[config.mk]
export PLATFORM = sky130hd
export DESIGN_NAME = cnn_layer_accel_awe_weight_reader
export DESIGN_NICKNAME = d
export VERILOG_FILES = /design/src/rtl/cnn_layer_accel_awe_weight_reader.sv
export SDC_FILE = /design/constraint.sdc
export NUM_CORES = 1
export LEC_CHECK = 0
export CORE_AREA = 8 8 135 112
export CTS_CLUSTER_SIZE = 16
export DETAILED_ROUTE_END_ITERATION = 7
export DIE_AREA = 0 0 143 120
export GPL_TIMING_DRIVEN = 1
export MAX_ROUTING_LAYER = met4
export PLACE_DENSITY = 0.83
export SLEW_MARGIN = 20
export SYNTH_ARGS = -nofsm -noshare
export SYNTH_HDL_FRONTEND = slang
export SYNTH_SLANG_ARGS = --single-unit
[constraint.sdc]
create_clock -name clk -period 5.57 [get_ports clk]
set_input_delay 1.114 -clock clk [delete_from_list [all_inputs] [get_ports clk]]
set_output_delay 1.114 -clock clk [all_outputs]
set_load 0.01 [all_outputs]
[src/rtl/cnn_layer_accel_awe_weight_reader.sv]
// Streams a burst of weight words from a synchronous-read table into a ready/valid port.
// Reads are issued only while the output buffer can absorb every outstanding read.
module cnn_layer_accel_awe_weight_reader #(
  parameter int unsigned WIDTH   = 32,
  parameter int unsigned N_DEPTH = 256,
  parameter int unsigned W_DEPTH = 8
) (
  input  logic               clk,
  input  logic               rst_n,
  input  logic               start,
  input  logic [W_DEPTH-1:0] base_addr,
  input  logic [W_DEPTH:0]   num_words,
  output logic               busy,
  output logic               done,
  output logic [W_DEPTH-1:0] ram_addr,
  output logic               ram_we,
  output logic [WIDTH-1:0]   ram_din,
  input  logic [WIDTH-1:0]   ram_dout,
  output logic [WIDTH-1:0]   wt_data,
  output logic               wt_valid,
  input  logic               wt_ready,
  output logic               wt_last
);

  localparam logic [1:0] StIdle  = 2'd0;
  localparam logic [1:0] StFetch = 2'd1;
  localparam logic [1:0] StDrain = 2'd2;

  localparam logic [W_DEPTH-1:0] AddrMax = W_DEPTH'(N_DEPTH - 1);
  localparam logic [W_DEPTH:0]   CntOne  = {{W_DEPTH{1'b0}}, 1'b1};
  localparam logic [W_DEPTH:0]   CntZero = '0;

  // Head slot drives wt_data; the two slots behind it absorb reads still in the RAM pipeline.
  localparam int unsigned Slots = 3;

  logic [1:0]         state_q, state_d;
  logic [W_DEPTH-1:0] addr_q, addr_d;
  logic [W_DEPTH:0]   iss_rem_q, iss_rem_d;
  logic [W_DEPTH:0]   out_rem_q, out_rem_d;
  logic               s1_q, s1_d;
  logic               s2_q, s2_d;
  logic               done_q, done_d;
  logic [WIDTH-1:0]   fifo_q [Slots];
  logic [WIDTH-1:0]   fifo_d [Slots];
  logic [1:0]         wr_ptr_q, wr_ptr_d;
  logic [1:0]         rd_ptr_q, rd_ptr_d;
  logic [1:0]         cnt_q, cnt_d;

  logic               push;
  logic               pop;
  logic               issue;
  logic               can_issue;
  logic [2:0]         pending;

  function automatic logic [1:0] ptr_inc(input logic [1:0] p);
    return (p == 2'd2) ? 2'd0 : p + 2'd1;
  endfunction

  always_comb begin
    push      = s2_q;
    pop       = (cnt_q != 2'd0) && wt_ready;
    // Stored words plus every read that will still land, less the word leaving now.
    pending   = 3'(cnt_q) + 3'(s1_q) + 3'(s2_q) - 3'(pop);
    can_issue = pending < 3'(Slots);
  end

  always_comb begin
    state_d   = state_q;
    addr_d    = addr_q;
    iss_rem_d = iss_rem_q;
    out_rem_d = out_rem_q;
    done_d    = 1'b0;
    issue     = 1'b0;

    if (pop) begin
      out_rem_d = out_rem_q - CntOne;
    end

    case (state_q)
      StIdle: begin
        if (start) begin
          if (num_words == CntZero) begin
            done_d = 1'b1;
          end else begin
            issue     = 1'b1;
            addr_d    = base_addr;
            iss_rem_d = num_words - CntOne;
            out_rem_d = num_words;
            state_d   = (num_words == CntOne) ? StDrain : StFetch;
          end
        end
      end
      StFetch: begin
        if (can_issue) begin
          issue     = 1'b1;
          addr_d    = (addr_q == AddrMax) ? '0 : addr_q + 1'b1;
          iss_rem_d = iss_rem_q - CntOne;
          if (iss_rem_q == CntOne) begin
            state_d = StDrain;
          end
        end
      end
      StDrain: begin
        if (pop && (out_rem_q == CntOne)) begin
          state_d = StIdle;
          done_d  = 1'b1;
        end
      end
      default: begin
        state_d = StIdle;
      end
    endcase
  end

  always_comb begin
    s1_d     = issue;
    s2_d     = s1_q;
    fifo_d   = fifo_q;
    wr_ptr_d = wr_ptr_q;
    rd_ptr_d = rd_ptr_q;
    cnt_d    = cnt_q + {1'b0, push} - {1'b0, pop};
    if (push) begin
      fifo_d[wr_ptr_q] = ram_dout;
      wr_ptr_d         = ptr_inc(wr_ptr_q);
    end
    if (pop) begin
      rd_ptr_d = ptr_inc(rd_ptr_q);
    end
  end

  always_ff @(posedge clk or negedge rst_n) begin
    if (!rst_n) begin
      state_q   <= StIdle;
      addr_q    <= '0;
      iss_rem_q <= '0;
      out_rem_q <= '0;
      s1_q      <= 1'b0;
      s2_q      <= 1'b0;
      done_q    <= 1'b0;
      wr_ptr_q  <= 2'd0;
      rd_ptr_q  <= 2'd0;
      cnt_q     <= 2'd0;
      for (int i = 0; i < int'(Slots); i++) begin
        fifo_q[i] <= '0;
      end
    end else begin
      state_q   <= state_d;
      addr_q    <= addr_d;
      iss_rem_q <= iss_rem_d;
      out_rem_q <= out_rem_d;
      s1_q      <= s1_d;
      s2_q      <= s2_d;
      done_q    <= done_d;
      wr_ptr_q  <= wr_ptr_d;
      rd_ptr_q  <= rd_ptr_d;
      cnt_q     <= cnt_d;
      fifo_q    <= fifo_d;
    end
  end

  always_comb begin
    busy     = (state_q != StIdle);
    done     = done_q;
    ram_addr = addr_q;
    ram_we   = 1'b0;
    ram_din  = '0;
    wt_valid = (cnt_q != 2'd0);
    wt_data  = wt_valid ? fifo_q[rd_ptr_q] : '0;
    wt_last  = wt_valid && (out_rem_q == CntOne);
  end

endmodule
==> results of run 1 <==
-- cell usage after synthesis (2+ instances only) --
cell type / instances
o22ai_1: 8
a21oi_1: 41
o41ai_1: 2
a22oi_1: 4
fa_1: 2
and4_1: 2
o21ai_0: 18
nor2b_1: 3
or2_2: 3
buf_2: 6
o211ai_1: 2
xnor2_1: 6
and3_1: 4
xor2_1: 7
nor4_1: 6
inv_1: 23
a21o_1: 2
buf_4: 33
dfrtp_1: 133
and4b_1: 2
o2bb2ai_1: 8
nor4b_1: 2
nor2_1: 76
clkbuf_1: 25
nor3_1: 9
nand3_1: 8
or3_1: 2
nand2_1: 25
nor3b_1: 4
ha_1: 10
mux2_2: 95
a22o_1: 3
mux2i_1: 34
nand4_1: 7
buf_1: 6
-- flip-flops by register name (all words and copies together), names as in the netlist --
name,count
rd_ptr_q,2
iss_rem_q,9
wr_ptr_q,2
push,1
state_q,2
ram_addr,8
cnt_q,2
fifo_q,96
done,1
out_rem_q,9
s1_q,1
-- cells by family after synthesis --
| family | synth area share (%) |
|---|---|
| buffers and inverters | 7.118 |
| AO/OA/AOI/OAI | 9.132 |
| other | 0.05388 |
| XOR/XNOR | 1.636 |
| AND/OR/NAND/NOR | 11.45 |
| multiplexers | 20.42 |
| flip-flops | 47.82 |
| adder cells (fa/ha/maj) | 2.373 |
-- cell type report --
cell class,count,area share (%)
clock buffer,23,5.843
clock inverter,9,0.8808
inverter,24,1.057
sequential,133,39.06
timing repair buffer,105,12.08
tap,180,2.642
multi-input combinational,454,38.43
-- per-stage QoR --
| step | area [um^2] | util, % |
|---|---|---|
| after floorplan | 7081 | - |
| after global placement | 7946 | 60.78 |
| after detailed placement | 7946 | 60.78 |
| after CTS | 8519 | 65.16 |
| after global routing | 8523 | 65.19 |
| final | 8523 | 65.19 |
-- metal layers --
| metal | up-vias | global-route usage, % | share of wire (%) |
|---|---|---|---|
| met5 | - | - | 0 |
| met4 | 0 | 6.892 | 1.4 |
| met3 | 20 | 4.565 | 5.5 |
| met2 | 165 | 31.33 | 48 |
| met1 | 2604 | 26.91 | 45 |
| li1 | 2396 | - | - |
-- power groups by stage --
| stage | clock, mW | sequential [mW] | combinational (mW) |
|---|---|---|---|
| floorplan | 0 | 1.72 | 1.72 |
| global placement | 0 | 1.81 | 2.47 |
| detailed placement | 0 | 1.85 | 2.57 |
| CTS | 1.08 | 1.85 | 2.59 |
| global route | 1.13 | 1.92 | 2.84 |
| finish | 1.06 | 1.85 | 2.58 |
-- worst reg2reg max path: cells and delay by family (launching register included) --
kind | cells | cell delay, ns
adder cells (fa/ha/maj) | 3 | 1.14
AND/OR/NAND/NOR | 3 | 0.78
buffers and inverters | 3 | 0.72
flip-flops | 1 | 0.45
AO/OA/AOI/OAI | 1 | 0.41
multiplexers | 1 | 0.23
-- path summary, 6_finish.rpt --
| path | start | to | slack, ns | cells past startpoint |
|---|---|---|---|---|
| worst min register to register | s1_q | push | 0.41 | 0 |
| max in group asynchronous | rst_n | fifo_q[89] | 3.66 | 2 |
| worst max register to register | cnt_q[1] | ram_addr[0] | 1.76 | 11 |
| worst min-delay path | s1_q | push | 0.41 | 0 |
| min in group asynchronous | rst_n | fifo_q[21] | 0.74 | 1 |
| worst max-delay path | wt_ready | ram_addr[0] | 1.22 | 12 |
==> results.md, run 1 <==
* Setup TNS at 0 ns
* Placed insts at 896
* Unrepaired setup endpoints after global routing: false
* Critical Path AT at 4.68 ns
* DIE WIDTH at 143 um
* Main flop type after synthesis: dfrtp_1
* Final period util at 78.05%
* Vias in the first global route at 5406
* DRT Pass-1 Iters at 5
* Seq cells post-synth at 133
* Largest net degree at the start of global routing at 86
* Register area share after synthesis at 47.82%
* Commonest non-fill, non-tap cells in the layout: dfrtp_1, mux2_2, clkdlybuf4s50_1
* Nets at 800
* WS Path Type: in2reg
* Detailed placement HPWL at 11100 um
* Rel. slew slack at 27.18%
* Status: finished clean
* Reg clk slew, reported paths at 0.05 ns
* CTS Buf Count at 17
* P&R area growth vs syn at 22.45%
* Peak supply drop at 0.3339 mV
* CTS max path bufs at 2
* Most frequent CP cell: inv_1
* Largest cells by area after synthesis: dfrtp_1, mux2_2, mux2i_1, nor2_1, buf_4
* Iteration-0 DRC Markers at 373
* CP max-delay cell: nor3_2
* EDFF count, synth at 0
* Worst setup SP type: input port
* Worst setup EP type: flip-flop
* Initial antenna violation count at 0
* Worst path cell trace: clkdlybuf4s50_1, o21ai_1, inv_1, ha_1, fa_1, inv_1, fa_1, nor2b_1, nor3_2, nor2_2, inv_1, mux2i_1
* HP Class: reg2reg
* # H-tree levels at 4
* Remaining DRCs at 0
* Root Buffer: clkbuf_16
* ANT nets after route at 0
* Layout cells sized above 1 at 20.19%
* WL final at 16490 um
* Syn_area_per_cell at 10.71 um^2
* Tmin final at 4.347 ns
* PostCTS Resize Cnt at 0
* Number of unique standard cell types used by synthesis at 64
* Multi-input gate area at 3276 um^2
* Cell row count at 38
* Seq pwr share at 33.7%
* Die area at 17160 um^2
* P_int at 3.464 mW
* Via count at 5185
* CTS hold repair buffers at 0
* CTS tree: built
* Synth top area share at 47.82%
* Pins Over Slew Limit at 0
* DR vias/cell at 5.587
* Layout Skew at 0.007754 ns
* Buffers & Inverters on Critical Path at 4
* Cell area after synthesis at 6960 um^2
* Worst skew pair latency at 0.41 ns
* Port Buf Inserts at 96
* First-pass GRT wire length at 27450 um
* Core area at 13080 um^2
* Peak Freq at 230.0 MHz
* Async set-reset flop share out of synthesis at 100.0%
* Gpl congestion at 0.7899
* Remaining Overflow, GRT at 0
* Psw at 2.030 mW
* DIE HEIGHT at 120 um
* Starting density of the core at 53.23%
* Non-Filler Instances at 928
* Critical path required time at 5.90 ns
* Top-Level Pins at 130
* Max cap viols at 0
* CTS Sinks at 133
* Routed len/inst at 17.77 um
* Total power at 5.495 mW
* Pre-CTS setup slack at 0.8357 ns
* Final setup violation count at 0
* Crit path max fanout at 12
* CP max stage delay at 0.46 ns
* Warnings, synthesis at 0
* Cells after synthesis at 650
* Switching Fraction at 36.95%
* Largest area contributor in the netlist: dfrtp_1
* Seq. cell area at 3329 um^2
* Setup WS post-layout at 1.223 ns
* Ant diodes at 0
* # fillers at 1020
* Clock Power Share at 19.4%
* Hold Vio Cnt, Final at 0
* Worst Tran Pin Value at 1.092 ns
* Leak at 3.633 nW
* Overall Global Routing Usage at 20.63%
* # Post-CTS Setup Buffers at 0
* Combinational Power Share at 46.9%
* Power Dens Cells at 644.7 nW/um^2
* Hold_ws at 0.4099 ns
* Most common cell after layout, fill and taps aside: dfrtp_1
* CP top delay family: buffers and inverters
Power figures use the tool's default switching activity.
==> run 2: changes to the inputs <==
- CORE_AREA: 8 8 135 112 -> 8 8 138 114
- DIE_AREA: 0 0 143 120 -> 0 0 146 122
- PLACE_DENSITY: 0.83 -> 0.8
- clock period: 5.57 -> 4.52 ns (I/O delays scaled with it)
==> run 2 against run 1 <==
Effect of this change: first-iteration DRC count is 16% higher; cell area is 0.37% higher; clock power is 26% higher; hold slack worse by 0.018 ns; sequential cell count stayed put; count of clock-buffer cells in the layout is 2 higher; critical path type unchanged.
==> results.md, run 2 (synthesized netlist as in run 1, its figures left out) <==
* Status: finished clean
* Vias in the first global route at 5429 (+0.43%)
* CTS max path bufs at 2 (unchanged)
* Setup slack, reg-to-reg at 1.23 ns (-0.53 ns)
* Crit path max fanout at 11 (-1)
* CTS Buf Count at 17 (unchanged)
* Peak supply drop at 0.5879 mV (+76%)
* Initial antenna violation count at 0 (unchanged)
* Pre-CTS setup slack at 0.4804 ns (-0.3553 ns)
* CTS tree: built
* Tmin final at 3.600 ns
* Final period util at 79.65%
* Remaining DRCs at 0 (unchanged)
* CTS hold repair buffers at 0 (unchanged)
* Commonest non-fill, non-tap cells in the layout: dfrtp_1, mux2_2, clkdlybuf4s50_1
* Worst path cell trace: clkdlybuf4s50_1, o21ai_1, inv_1, ha_1, fa_1, inv_1, fa_1, nor2b_1, nor3_2, nor2_2, inv_1, a22oi_1
* Top Registers: fifo_q x96, iss_rem_q x9, out_rem_q x9
* Via count at 5148 (-0.71%)
* # Post-CTS Setup Buffers at 0 (unchanged)
* ANT nets after route at 0 (unchanged)
* PostCTS Resize Cnt at 0 (unchanged)
* Placed insts at 900 (+0.45%)
* Setup WS post-layout at 0.9198 ns (-0.3029 ns)
* Buffers & Inverters on Critical Path at 4 (unchanged)
* Remaining Overflow, GRT at 0 (unchanged)
* DRT Pass-1 Iters at 5 (unchanged)
* DIE WIDTH at 146 um (+2.1%)
* Max cap viols at 0 (unchanged)
* WL final at 16610 um (+0.72%)
* P&R area growth vs syn at 22.90%
* Max reg flops at 96 (unchanged)
* Setup TNS at 0 ns (unchanged)
* Nets at 804 (+0.50%)
* Cell row count at 38 (unchanged)
* Most common cell after layout, fill and taps aside: dfrtp_1
* # H-tree levels at 4 (unchanged)
* Largest net degree at the start of global routing at 74 (-14%)
* Power Dens Cells at 795.7 nW/um^2 (+23%)
* Port Buf Inserts at 96 (unchanged)
* Critical Path AT at 3.87 ns (-0.81 ns)
* Starting density of the core at 51.91% (-1.3 points)
* Die area at 17810 um^2 (+3.8%)
* Worst setup EP type: flip-flop
* Rel. slew slack at 37.27% (+10 points)
* Iteration-0 DRC Markers at 432 (+16%)
* Non-Filler Instances at 929 (+0.11%)
* Layout cells sized above 1 at 20.16% (-0.027 points)
* Final setup violation count at 0 (unchanged)
* Root Buffer: clkbuf_16
* Largest Register: fifo_q
* Pins Over Slew Limit at 0 (unchanged)
* Routed len/inst at 17.88 um (+0.61%)
* DIE HEIGHT at 122 um (+1.7%)
* # fillers at 1037 (+1.7%)
* First-pass GRT wire length at 27950 um (+1.8%)
* Worst Tran Pin Value at 0.9399 ns (-0.1524 ns)
* DR vias/cell at 5.541 (-0.82%)
* HP Class: reg2reg
* Gpl congestion at 0.8038 (+1.8%)
* Unrepaired setup endpoints after global routing: false
* Worst skew pair latency at 0.41 ns (about the same)
* Peak Freq at 277.8 MHz
* CP max-delay cell: clkdlybuf4s50_1
* Worst setup SP type: input port
* Most frequent CP cell: inv_1
* Layout Skew at 0.006704 ns (-0.001050 ns)
* Detailed placement HPWL at 11020 um (-0.75%)
* Ant diodes at 0 (unchanged)
* Critical path required time at 4.79 ns (-1.11 ns)
* CP max stage delay at 0.42 ns (-0.04 ns)
* Top-Level Pins at 130 (unchanged)
* CP top delay family: adder cells
* Reg clk slew, reported paths at 0.05 ns (about the same)
* CTS Sinks at 133 (unchanged)
* Hold Vio Cnt, Final at 0 (unchanged)
* Overall Global Routing Usage at 19.93% (-0.70 points)
* Leak at 3.654 nW (+0.56%)
* Core area at 13410 um^2 (+2.5%)
* WS Path Type: in2reg
[run 2: cell types whose count changed in the layout (fill, tap and decap cells not counted)]
cell        change
buf_4           +5
buf_6           -1
bufinv_16       +1
clkbuf_1        +2
clkinv_2        -4
clkinvlp_4      -2
nor2b_1         -1
nor2b_2         +1
[run 2: metal layers]
| layer | up-vias | global-route usage (%) | share of wire (%) |
|---|---|---|---|
| met5 | - | - | 0 |
| met4 | 0 | 6.680 | 1.6 |
| met3 | 27 | 5.189 | 4.9 |
| met2 | 157 | 31.50 | 49 |
| met1 | 2564 | 24.69 | 45 |
| li1 | 2400 | - | - |
[run 2: worst reg2reg max path, cell delays in order, from the launching register on]
cell and delay [ns]:
dfrtp_1 0.44, o21ai_1 0.42, inv_1 0.12, ha_1 0.30, fa_1 0.36, inv_1 0.07, fa_1 0.39, nor2b_1 0.16
nor3_2 0.24, nor2_2 0.13, inv_1 0.34, a22oi_1 0.16
[run 2: worst paths after layout]
kind                          endpoint  depth (start not counted)  startpoint
setup / recovery           ram_addr[4]                         12    wt_ready
hold / removal                    push                          0        s1_q
setup reg to reg           ram_addr[4]                         11    cnt_q[1]
hold reg to reg                   push                          0        s1_q
max in group asynchronous    fifo_q[2]                          2       rst_n
min in group asynchronous   fifo_q[48]                          1       rst_n
[run 2: through the flow]
stage                     util [%]  instance area [um^2]  total power [mW]  hold WS (ns)
final                        63.80                  8554             6.807        0.3918
after global routing         63.80                  8554             7.297        0.4133
after CTS                    63.78                  8552             6.858        0.3991
after detailed placement     59.49                  7976             5.470        0.3868
after global placement       59.49                  7976             5.321        0.3989
after floorplan                  -                  7081             4.236        0.3537
[run 2: cell type report]
class | instances | area, um^2 | area share [%]
Tap cell | 180 | 225.2 | 2.633
Timing Repair Buffer | 109 | 1056 | 12.34
Clock buffer | 25 | 505.5 | 5.909
Sequential cell | 133 | 3329 | 38.92
Inverter | 24 | 90.09 | 1.053
Multi-Input combinational cell | 454 | 3278 | 38.32
Clock inverter | 4 | 70.07 | 0.8191
[run 2: where the power goes]
| group | internal (mW) | leakage (nW) | switching (mW) | total (mW) |
|---|---|---|---|---|
| Sequential | 1.81 | 1.57 | 0.444 | 2.25 |
| Combinational | 1.65 | 1.80 | 1.57 | 3.22 |
| Clock | 0.874 | 0.285 | 0.464 | 1.34 |
| Total | 4.33 | 3.65 | 2.47 | 6.81 |
